<file path="src/rtl/adc_cfg_pkg.sv">
// adc_cfg_pkg
// Shared definitions for the ADC configuration sequencer: FSM state
// encoding, default parameter values, datapath widths and a small helper
// for sizing counters.
package adc_cfg_pkg;

  // Default values for the sequencer parameters.
  localparam int unsigned DEF_NUM_REGS   = 8;
  localparam int unsigned DEF_TMO_CYCLES = 64;
  localparam int unsigned DEF_GAP_CYCLES = 2;

  // Datapath widths.
  localparam int unsigned IDX_W  = 4;
  localparam int unsigned WORD_W = 24;

  typedef enum logic [2:0] {
    ST_IDLE   = 3'd0,
    ST_TBL_RD = 3'd1,
    ST_ISSUE  = 3'd2,
    ST_WAIT   = 3'd3,
    ST_GAP    = 3'd4,
    ST_FINISH = 3'd5
  } state_t;

  // Width of a counter that must be able to reach n, plus one spare bit
  // so that saturation can never be confused with a terminal count.
  function automatic int unsigned cnt_width(input int unsigned n);
    return $clog2(n) + 1;
  endfunction

endpackage

</file>
<file path="src/rtl/adc_cfg_seq.sv">
// adc_cfg_seq
// Power-up / slow-control configuration sequencer for an ADC. On start it
// walks a synchronous-ROM register table and issues one 24-bit serial
// transfer per entry; in IDLE it can instead forward a single host write.
// Each transfer is started with init_conf and finished by end_conf from
// the downstream serializer, followed by a minimum chip-select-high gap.
// A transfer that never completes raises a sticky err and aborts the run.
//
// State table:
//   state  | meaning
//   IDLE   | waiting for start (table run) or host_req (single write)
//   TBL_RD | two cycles: present tbl_addr, then capture tbl_data
//   ISSUE  | init_conf pulse, timeout counter starts from zero
//   WAIT   | waiting for end_conf or timeout
//   GAP    | GAP_CYCLES idle cycles between transfers
//   FINISH | done pulse, back to IDLE
//
// Ports:
//   clk, rst          system clock, asynchronous active-high reset
//   start             pulse: run the whole register table
//   tbl_addr/tbl_data table index out, table word in (one-cycle latency)
//   host_req/word/ack slow-control single-write handshake
//   init_conf         pulse: start one serial transfer of cfg_word
//   cfg_word          word being transferred
//   end_conf          pulse from serializer: transfer complete
//   busy, done, err   status: not idle, sequence finished, sticky timeout
module adc_cfg_seq
  import adc_cfg_pkg::*;
#(
  parameter int unsigned NUM_REGS   = DEF_NUM_REGS,
  parameter int unsigned TMO_CYCLES = DEF_TMO_CYCLES,
  parameter int unsigned GAP_CYCLES = DEF_GAP_CYCLES
) (
  input  logic              clk,
  input  logic              rst,
  input  logic              start,
  output logic [IDX_W-1:0]  tbl_addr,
  input  logic [WORD_W-1:0] tbl_data,
  input  logic              host_req,
  input  logic [WORD_W-1:0] host_word,
  output logic              host_ack,
  output logic              init_conf,
  output logic [WORD_W-1:0] cfg_word,
  input  logic              end_conf,
  output logic              busy,
  output logic              done,
  output logic              err
);

  localparam int unsigned TMO_W = cnt_width(TMO_CYCLES);
  localparam int unsigned GAP_W = cnt_width(GAP_CYCLES + 1);

  localparam logic [IDX_W-1:0] LAST_IDX = IDX_W'(NUM_REGS - 1);
  localparam logic [IDX_W-1:0] IDX_ONE  = IDX_W'(1);
  localparam logic [TMO_W-1:0] TMO_LAST = TMO_W'(TMO_CYCLES - 1);
  localparam logic [TMO_W-1:0] TMO_ONE  = TMO_W'(1);
  // A gap of zero cycles is treated as one so GAP always exits.
  localparam logic [GAP_W-1:0] GAP_LAST =
    GAP_W'((GAP_CYCLES > 1) ? (GAP_CYCLES - 1) : 0);
  localparam logic [GAP_W-1:0] GAP_ONE  = GAP_W'(1);

  state_t state, state_nxt;

  logic [IDX_W-1:0] idx;
  logic             rd_phase;
  logic             tbl_mode;
  logic [TMO_W-1:0] tmo_cnt;
  logic [GAP_W-1:0] gap_cnt;

  logic run_start;
  logic ld_host;
  logic ld_tbl;
  logic set_err;
  logic idx_inc;

  // State register
  always_ff @(posedge clk or posedge rst) begin
    if (rst) begin
      state <= ST_IDLE;
    end else begin
      state <= state_nxt;
    end
  end

  // Next state and Moore outputs
  always_comb begin
    state_nxt = state;
    run_start = 1'b0;
    ld_host   = 1'b0;
    ld_tbl    = 1'b0;
    set_err   = 1'b0;
    idx_inc   = 1'b0;
    busy      = 1'b1;
    init_conf = 1'b0;
    done      = 1'b0;

    case (state)
      ST_IDLE: begin
        busy = 1'b0;
        // start has priority; a simultaneous host_req stays pending
        if (start) begin
          run_start = 1'b1;
          state_nxt = ST_TBL_RD;
        end else if (host_req) begin
          ld_host   = 1'b1;
          state_nxt = ST_ISSUE;
        end
      end

      ST_TBL_RD: begin
        // second cycle: the ROM output now reflects tbl_addr
        if (rd_phase) begin
          ld_tbl    = 1'b1;
          state_nxt = ST_ISSUE;
        end
      end

      ST_ISSUE: begin
        init_conf = 1'b1;
        state_nxt = ST_WAIT;
      end

      ST_WAIT: begin
        if (end_conf) begin
          state_nxt = ST_GAP;
        end else if (tmo_cnt == TMO_LAST) begin
          set_err   = 1'b1;
          state_nxt = ST_FINISH;
        end
      end

      ST_GAP: begin
        if (gap_cnt == GAP_LAST) begin
          if (tbl_mode && (idx < LAST_IDX)) begin
            idx_inc   = 1'b1;
            state_nxt = ST_TBL_RD;
          end else begin
            state_nxt = ST_FINISH;
          end
        end
      end

      ST_FINISH: begin
        done      = 1'b1;
        state_nxt = ST_IDLE;
      end

      default: begin
        state_nxt = ST_IDLE;
      end
    endcase
  end

  // Datapath: index, captured word, counters, handshake and error flag
  always_ff @(posedge clk or posedge rst) begin
    if (rst) begin
      idx      <= '0;
      rd_phase <= 1'b0;
      tbl_mode <= 1'b0;
      tmo_cnt  <= '0;
      gap_cnt  <= '0;
      cfg_word <= '0;
      host_ack <= 1'b0;
      err      <= 1'b0;
    end else begin
      host_ack <= ld_host;

      if (run_start) begin
        idx      <= '0;
        tbl_mode <= 1'b1;
      end else if (idx_inc) begin
        idx <= idx + IDX_ONE;
      end else if (ld_host) begin
        tbl_mode <= 1'b0;
      end

      rd_phase <= (state == ST_TBL_RD) && !rd_phase;

      if (ld_host) begin
        cfg_word <= host_word;
      end else if (ld_tbl) begin
        cfg_word <= tbl_data;
      end

      // An accepted start clears the sticky flag; a timeout sets it.
      if (run_start) begin
        err <= 1'b0;
      end else if (set_err) begin
        err <= 1'b1;
      end

      // Zero throughout ISSUE, so in WAIT it equals the number of cycles
      // elapsed since init_conf was asserted.
      if ((state == ST_ISSUE) || (state == ST_WAIT)) begin
        if (tmo_cnt != '1) begin
          tmo_cnt <= tmo_cnt + TMO_ONE;
        end
      end else begin
        tmo_cnt <= '0;
      end

      if (state == ST_GAP) begin
        gap_cnt <= gap_cnt + GAP_ONE;
      end else begin
        gap_cnt <= '0;
      end
    end
  end

  assign tbl_addr = idx;

endmodule

</file>
<file path="config.mk">
export PLATFORM = sky130hd
export DESIGN_NAME = adc_cfg_seq
export DESIGN_NICKNAME = d
export VERILOG_FILES = /design/src/rtl/adc_cfg_pkg.sv /design/src/rtl/adc_cfg_seq.sv
export SDC_FILE = /design/constraint.sdc
export NUM_CORES = 1
export LEC_CHECK = 0
export ABC_AREA = 1
export CAP_MARGIN = 20
export CORE_MARGIN = 2
export CORE_UTILIZATION = 55
export DETAILED_ROUTE_END_ITERATION = 8
export DONT_BUFFER_PORTS = 1
export PLACE_DENSITY_LB_ADDON = 0.05
export SLEW_MARGIN = 20
export SYNTH_ARGS = -nofsm -noshare
export SYNTH_HDL_FRONTEND = slang
export SYNTH_SLANG_ARGS = --single-unit
</file>
<file path="constraint.sdc">
create_clock -name clk -period 3.23 [get_ports clk]
set_clock_uncertainty 0.1 [all_clocks]
set_input_delay 0.969 -clock clk [delete_from_list [all_inputs] [get_ports clk]]
set_output_delay 0.969 -clock clk [all_outputs]
set_load 0.02 [all_outputs]
</file>
# After elaboration in Yosys (flattened, before gate mapping)
# Cells that the tools add are included.
[totals]
ff_bits = 45
inputBits = 53
output_inout_bits = 33
wordCells = 74
[classes]
add_sub_neg = 3
magnitude_cmp = 1
eq_ne = 14
mux = 36
n_reduce_logical = 11
[op_table]
columns = ["cell", "count"]
rows = [
  ["24-bit 2-to-1 mux", 2],
  ["3-bit 2-to-1 mux", 8],
  ["1-bit 2-to-1 mux", 21],
  ["3-bit case mux with 5 select lines", 1],
  ["7-bit 2-to-1 mux", 2],
  ["4-bit 2-to-1 mux", 2],
  ["2-bit nonzero test", 4],
  ["7-bit by 1-bit adder with 7-bit output (second input constant)", 1],
  ["7-bit by 6-bit equality test with 1-bit output (second input constant)", 1],
  ["7-bit inequality test (second input constant)", 1],
  ["3-bit by 1-bit equality test with 1-bit output (second input constant)", 2],
  ["3-bit by 2-bit equality test with 1-bit output (second input constant)", 2],
  ["3-bit equality test (second input constant)", 2],
  ["2-bit inequality test (second input constant)", 3],
  ["3-bit inequality test (second input constant)", 2],
  ["4-bit by 1-bit adder with 4-bit output (second input constant)", 1],
  ["4-bit by 3-bit less-than comparator with 1-bit output (second input constant)", 1],
  ["4-bit AND reduction", 1],
  ["3-bit by 1-bit adder with 3-bit output (second input constant)", 1],
  ["3-bit logical NOT", 1],
  ["1-bit logical AND", 2],
  ["2-bit by 1-bit inequality test with 1-bit output (second input constant)", 1],
  ["2-bit AND reduction", 1],
  ["1-bit logical NOT", 1],
  ["1-bit logical OR", 1],
]

# Depth between registers and ports, before layout
[depth]
depth_word = 7
depth_mapped = 9
mapped_depth_nobuf = 9

# Worst setup path before layout
# OpenSTA, ideal clock, no wires.
[synth_timing]
kind = "register -> output"
from = "register state[2]"
to = "output port init_conf"
arrival_time_ps = 1004
t_required_ps = 2161
path_slack_ps = 1157
path_stages_with_launch = 6
path_buffers = 0
cell_sequence = "dfrtp_1 > inv_2 > nand2_1 > inv_1 > nand2_1 > inv_1"
[synth_between]
elab_chain_len = 2
[synth_rtl]
columns = ["item", "line_no", "source"]
rows = [
  ["start, declared", "adc_cfg_seq.sv:62", "state_t state, state_nxt;"],
  ["start signal, assigned", "adc_cfg_seq.sv:81", "state <= state_nxt;"],
  ["3-bit by 2-bit equality test with 1-bit output", "adc_cfg_seq.sv:97", "case (state)"],
  ["1-bit 2-to-1 mux", "adc_cfg_seq.sv:97", ""],
  ["end, declared", "adc_cfg_seq.sv:42", "output logic init_conf,"],
]
# Every way passes these cells.

# Worst setup path in the final report
# Ends and elaborated chain as after synthesis.

==> impl_metrics.py <==
metrics = {
    "clocking": {
        "insertion_delay_ns": 0.30,
        "cts.path.max_buffers": 2,
        "cts_sinks": 45,
        "clkSlewWorstSetupHoldPaths_ns": 0.09,
        "cts_buffers": 5,
        "htree_levels": 2,
        "hold_buffers": 0,
        "cts_tree": "done",
        "postCtsSetupBuffers": 0,
        "cts-root-buf": "clkbuf_8",
        "cts_resized": 0,
    },
    "floorplanning": {
        "ios": 86,
        "die-area_um2": 4560,
        "core_um2": 3940,
        "initial_core_util": 0.563,
        "die_y_um": 67.5,
        "die_w_um": 67.5,
        "num_rows": 23,
    },
    "drt": {
        "avgRoutedWirePerCell_um": 14.2,
        "wirelength_um": 4530,
        "drc": 0,
        "via_per_inst": 5.47,
        "vias": 1740,
        "drt_iter0_drc": 76,
        "ant_nets": 0,
        "dr.pass1.iters": 4,
    },
    "global_routing": {
        "grt_start_max_net_pins": 46,
        "gr-total-overflow": 0,
        "grtUsageTotal": 0.202,
        "grt_pass1_wl_um": 6820,
        "grt_pass1_vias": 1549,
        "antenna_found_initial": 0,
    },
    "worst_hold_path": {
        "hold_path_class": "reg2reg",
        "holdPathStages": 1,
    },
    "critical_path": {
        "critPathKind": "reg2out",
        "crit_path_start": "state[2]$_DFFE_PP0P_",
        "cp.required_ns": 2.16,
        "crit_path_start_kind": "flip-flop",
        "cp_max_fo": 8,
        "rr_worst_depth": 6,
        "r2r-start": "state[0]$_DFFE_PP0P_",
        "r2r-end": "cfg_word[2]$_DFFE_PP0P_",
        "worstPathArrival_ns": 1.47,
        "endpoint_kind": "output port",
        "reg2reg_slack_ns": 1.39,
        "cp-endpoint": "init_conf",
    },
    "layout": {
        "nets": 324,
        "mostFrequentLayoutCells": "nand2_1, a21oi_1, dfrtp_1, nor2_1, inv_1",
        "fill_cells": 362,
        "synthToLayoutAreaGrowth_pct": 4.34,
        "drive_gt1_frac": 0.0672,
        "multiInputGateArea_um2": 926,
        "seqCellArea_um2": 1130,
        "layout_commonest_cell": "nand2_1",
        "antenna_cells": 0,
    },
    "yosys": {
        "synth_area_leaders": "dfrtp_1, a21oi_1, nand2_1",
        "yosysSeqAreaShare": 0.507,
        "syn_area_um2": 2220,
        "syn_inst": 268,
        "synth_cell_types": 24,
        "ys_warn_count": 0,
        "syn_nets": 325,
        "netlist.area_leader.share": 0.507,
        "syn_avg_cell_area_um2": 8.28,
        "synth_top_area_cell": "dfrtp_1",
        "synth_seq_cells": 45,
    },
    "power_and_ir_drop": {
        "p_comb_frac": 0.276,
        "p_int_mw": 1.22,
        "p_sw_uw": 920,
        "leakage_nw": 1.06,
        "power_mw": 2.14,
        "sw_frac_of_total": 0.431,
        "seqPwrFrac": 0.527,
        "power_density_nw_per_um2": 923,
        "clockPowerShare": 0.197,
        "vdd_drop_max_mv": 0.403,
    },
    "sta": {
        "min_period_over_period": 0.787,
        "fin_setup_tns_ns": 0,
        "setup_viol": 0,
        "rsz0062_at_grt": "no",
        "tightest_slew_ns": 0.908,
        "slew_violations": 0,
        "post-route-min-period_ns": 2.54,
        "max_slew_margin": 0.394,
        "finalHoldViolations": 0,
        "max_freq_ghz": 0.393,
    },
    "placed_design": {
        "place_hpwl_um": 3190,
        "port_buffers": 0,
        "gp_congestion": 0.874,
    },
    "outcome": {
        "outcome": "finished clean",
    },
    "run": {
        "max_cap_violations": 0,
    },
}
power by group through the flow:
stage               combinational (mW)  clock [mW]  sequential [mW]
global route                     0.682       0.459             1.16
global placement                 0.588           0             1.14
floorplan                        0.525           0             1.10
CTS                              0.601       0.434             1.13
finish                           0.590       0.420             1.13
detailed placement               0.599           0             1.14
kinds of logic (layout without fill, tap and decap cells):
group,Yosys count,in the layout,share of synthesized area
adders and majority gates,4,4,0.0225
and+or+nand+nor,123,123,0.244
DFF,45,45,0.507
buffers and inverters,31,31,0.0755
xor gates and xnor gates,1,1,0.00395
AOI/OAI and AO/OA,64,64,0.147
cell usage after synthesis (all sizes together):
cell,number
nand2,59
a21oi,54
nor2,47
dfrtp,45
inv,22
nand3,10
buf,8
o21ai,7
ha,4
nor3,4
a31oi,2
nand4,2
a22oi,1
clkinv,1
nand3b,1
xnor2,1
layer usage:
| layer | track usage | part of all wire |
|---|---|---|
| met1 | 0.264 | 0.44 |
| met2 | 0.311 | 0.47 |
| met3 | 0.0700 | 0.084 |
| met4 | 0.0714 | 0.014 |
| met5 | 0 | 0 |
worst min path at each step:
stage                         start                   end  slack [ns]
2_1_floorplan  gap_cnt[0]$_DFF_PP0_  gap_cnt[0]$_DFF_PP0_        0.33
3_3_place_gp   gap_cnt[0]$_DFF_PP0_  gap_cnt[0]$_DFF_PP0_        0.36
3_5_place_dp   gap_cnt[0]$_DFF_PP0_  gap_cnt[0]$_DFF_PP0_        0.37
4_1_cts        gap_cnt[0]$_DFF_PP0_  gap_cnt[0]$_DFF_PP0_        0.38
5_1_grt        gap_cnt[0]$_DFF_PP0_  gap_cnt[0]$_DFF_PP0_        0.40
6_report       gap_cnt[0]$_DFF_PP0_  gap_cnt[0]$_DFF_PP0_        0.37
through the flow:
step	util	setup slack [ns]	hold WS [ns]	std cells	cell area, um^2
floorplan	-	1.10	0.335	268	2220
global placement	0.559	1.06	0.362	310	2200
detailed placement	0.559	1.01	0.365	310	2200
CTS	0.587	0.664	0.377	318	2320
global route	0.587	0.531	0.402	318	2320
finish	0.587	0.688	0.370	318	2320
registers in the layout, summed over array words and instances, names as in the netlist:
name,flops
host_ack,1
tmo_cnt,7
tbl_addr,4
err,1
cfg_word,24
gap_cnt,3
tbl_mode,1
state,3
rd_phase,1
critical path, stage by stage (launching register included):
cell     delay, ns
dfrtp_1       0.43
inv_2         0.17
nand2_1       0.11
inv_1         0.20
nand2_1       0.11
inv_1         0.17
cell type report:
type	count	share of cell area
multi-input cells	192	0.400
inverters	23	0.0389
clock buffers	6	0.0313
clock inverters	2	0.0167
well taps	50	0.0270
flip-flops and latches	45	0.486
Note: power is estimated with default switching activity, not from simulation.
==> RTL change, RTL diff (same settings) <==
Register the output `err` once more, with the module's reset; this adds one clock of latency there. The other outputs are not delayed to match.
--- a/src/rtl/adc_cfg_seq.sv
+++ b/src/rtl/adc_cfg_seq.sv
@@ -59,6 +59,8 @@
     GAP_W'((GAP_CYCLES > 1) ? (GAP_CYCLES - 1) : 0);
   localparam logic [GAP_W-1:0] GAP_ONE  = GAP_W'(1);
 
+  logic err_s0;
+
   state_t state, state_nxt;
 
   logic [IDX_W-1:0] idx;
@@ -161,7 +163,7 @@
       gap_cnt  <= '0;
       cfg_word <= '0;
       host_ack <= 1'b0;
-      err      <= 1'b0;
+      err_s0   <= 1'b0;
     end else begin
       host_ack <= ld_host;
 
@@ -184,9 +186,9 @@
 
       // An accepted start clears the sticky flag; a timeout sets it.
       if (run_start) begin
-        err <= 1'b0;
+        err_s0 <= 1'b0;
       end else if (set_err) begin
-        err <= 1'b1;
+        err_s0 <= 1'b1;
       end
 
       // Zero throughout ISSUE, so in WAIT it equals the number of cycles
@@ -209,5 +211,13 @@
 
   assign tbl_addr = idx;
 
+  always_ff @(posedge clk or posedge rst) begin
+    if (rst) begin
+      err <= '0;
+    end else begin
+      err <= err_s0;
+    end
+  end
+
 endmodule
 
Check against the original RTL: same outputs for any inputs over 10 cycles, from zero or initial values and one cycle with rst high; that may be too few to reach the edited logic, so the function may still have changed.
==> RTL change against the original RTL <==
  * Setup slack lost 0.019 ns
  * Count of clock-buffer cells in the layout fell by 1
  * Area after synthesis grew 1.1%
  * Total power is 2.4% lower
  * Via count grew 0.40%
  * Routed wire length increased by 0.44%
  * Sequential cell count grew 1
  * Design area is 0.16% higher
  * Largest power group unchanged
==> RTL change: results (changes against the original RTL) <==
| Metric | Value |
|---|---|
| Outcome | `finished, final reports clean` |
| Vias | `1747 (+0.40%)` |
| GRT Util Overall | `0.203 (+0.000622)` |
| Iteration-0 DRC Markers | `142 (+87%)` |
| Fin nets | `325 (+0.31%)` |
| Yosys warns | `0 (unchanged)` |
| P_leak | `1.06 nW (+0.26%)` |
| WHS Endpoint | `err` |
| Vias in the first global route | `1518 (-2.0%)` |
| Most frequent cells after synthesis | `nand2_1, a21oi_1, dfrtp_1` |
| Post-synthesis adder-cell area fraction | `0.0223 (-0.000251)` |
| Slew headroom | `0.382 (-0.0114)` |
| Cells after Synth | `269 (+0.37%)` |
| HPWL after DPL | `3220 um (+1.2%)` |
| Xor/xnor cell area share of the yosys netlist | `0.00390 (-0.0000440)` |
| First-pass GRT wire length | `6740 um (-1.2%)` |
| Reg-to-Reg Start | `state[1]` |
| P_sw | `0.000936 W (+1.7%)` |
| Worst Hold Launch | `err_s0` |
| Critical Path AT | `1.49 ns (+0.02 ns)` |
| WL final | `4550 um (+0.44%)` |
| Register area share after synthesis | `0.513 (+0.00549)` |
| Hold_ws | `0.281 ns (-0.0893 ns)` |
| Final GP Congestion | `0.909 (+4.0%)` |
| WHS Path Cells | `0 (-1)` |
| Largest cells by area after synthesis | `dfrtp_1, a21oi_1, nand2_1` |
| Placed cells | `311 (+0.32%)` |
| Post-place setup slack | `0.987 ns (-0.0205 ns)` |
| Final Util | `0.584 (-0.00331)` |
| Fillers | `371 (+2.5%)` |
| WL/cell | `14.3 um (+0.13%)` |
| Peak VDD IR | `0.433 mV (+7.5%)` |
| Largest net degree at the start of global routing | `47 (+2.2%)` |
| DP Area | `2230 um2 (+1.1%)` |
| Reg-to-reg endpoint | `cfg_word[5]` |
| R2r setup slk | `1.42 ns (+0.03 ns)` |
| Final period utilization | `0.793 (+0.00592)` |
| Layout cell share with drive strength beyond 1 | `0.0706 (+0.00347)` |
RTL change: cell types whose count changed in the layout (fill, tap and decap cells not counted), sizes merged:
cell,before,now
clkbuf,6,5
clkinv,2,3
clkinvlp,0,1
bufinv,1,0
dfrtp,45,46
RTL change: power by group through the flow:
stage	combinational, W	sequential (W)	clock, W
after global routing	0.000685	0.00117	0.000389
after global placement	0.000588	0.00115	0
after floorplan	0.000525	0.00111	0
after CTS	0.000605	0.00115	0.000360
after detailed placement	0.000602	0.00116	0
final	0.000593	0.00114	0.000349
RTL change: cell type report:
type                            count  share of cell area
Multi-Input combinational cell    192               0.399
Clock inverter                      3             0.00917
Inverter                           23              0.0388
Tap cell                           50              0.0270
Clock buffer                        5              0.0297
Sequential cell                    46               0.496
RTL change: layer usage:
layer  wire, um  track usage  vias to the layer above
li1           -            -                      873
met4         55       0.0750                        0
met2       2070        0.320                       70
met3        381       0.0789                        4
met1       2040        0.253                      800
met5          0            0                        -
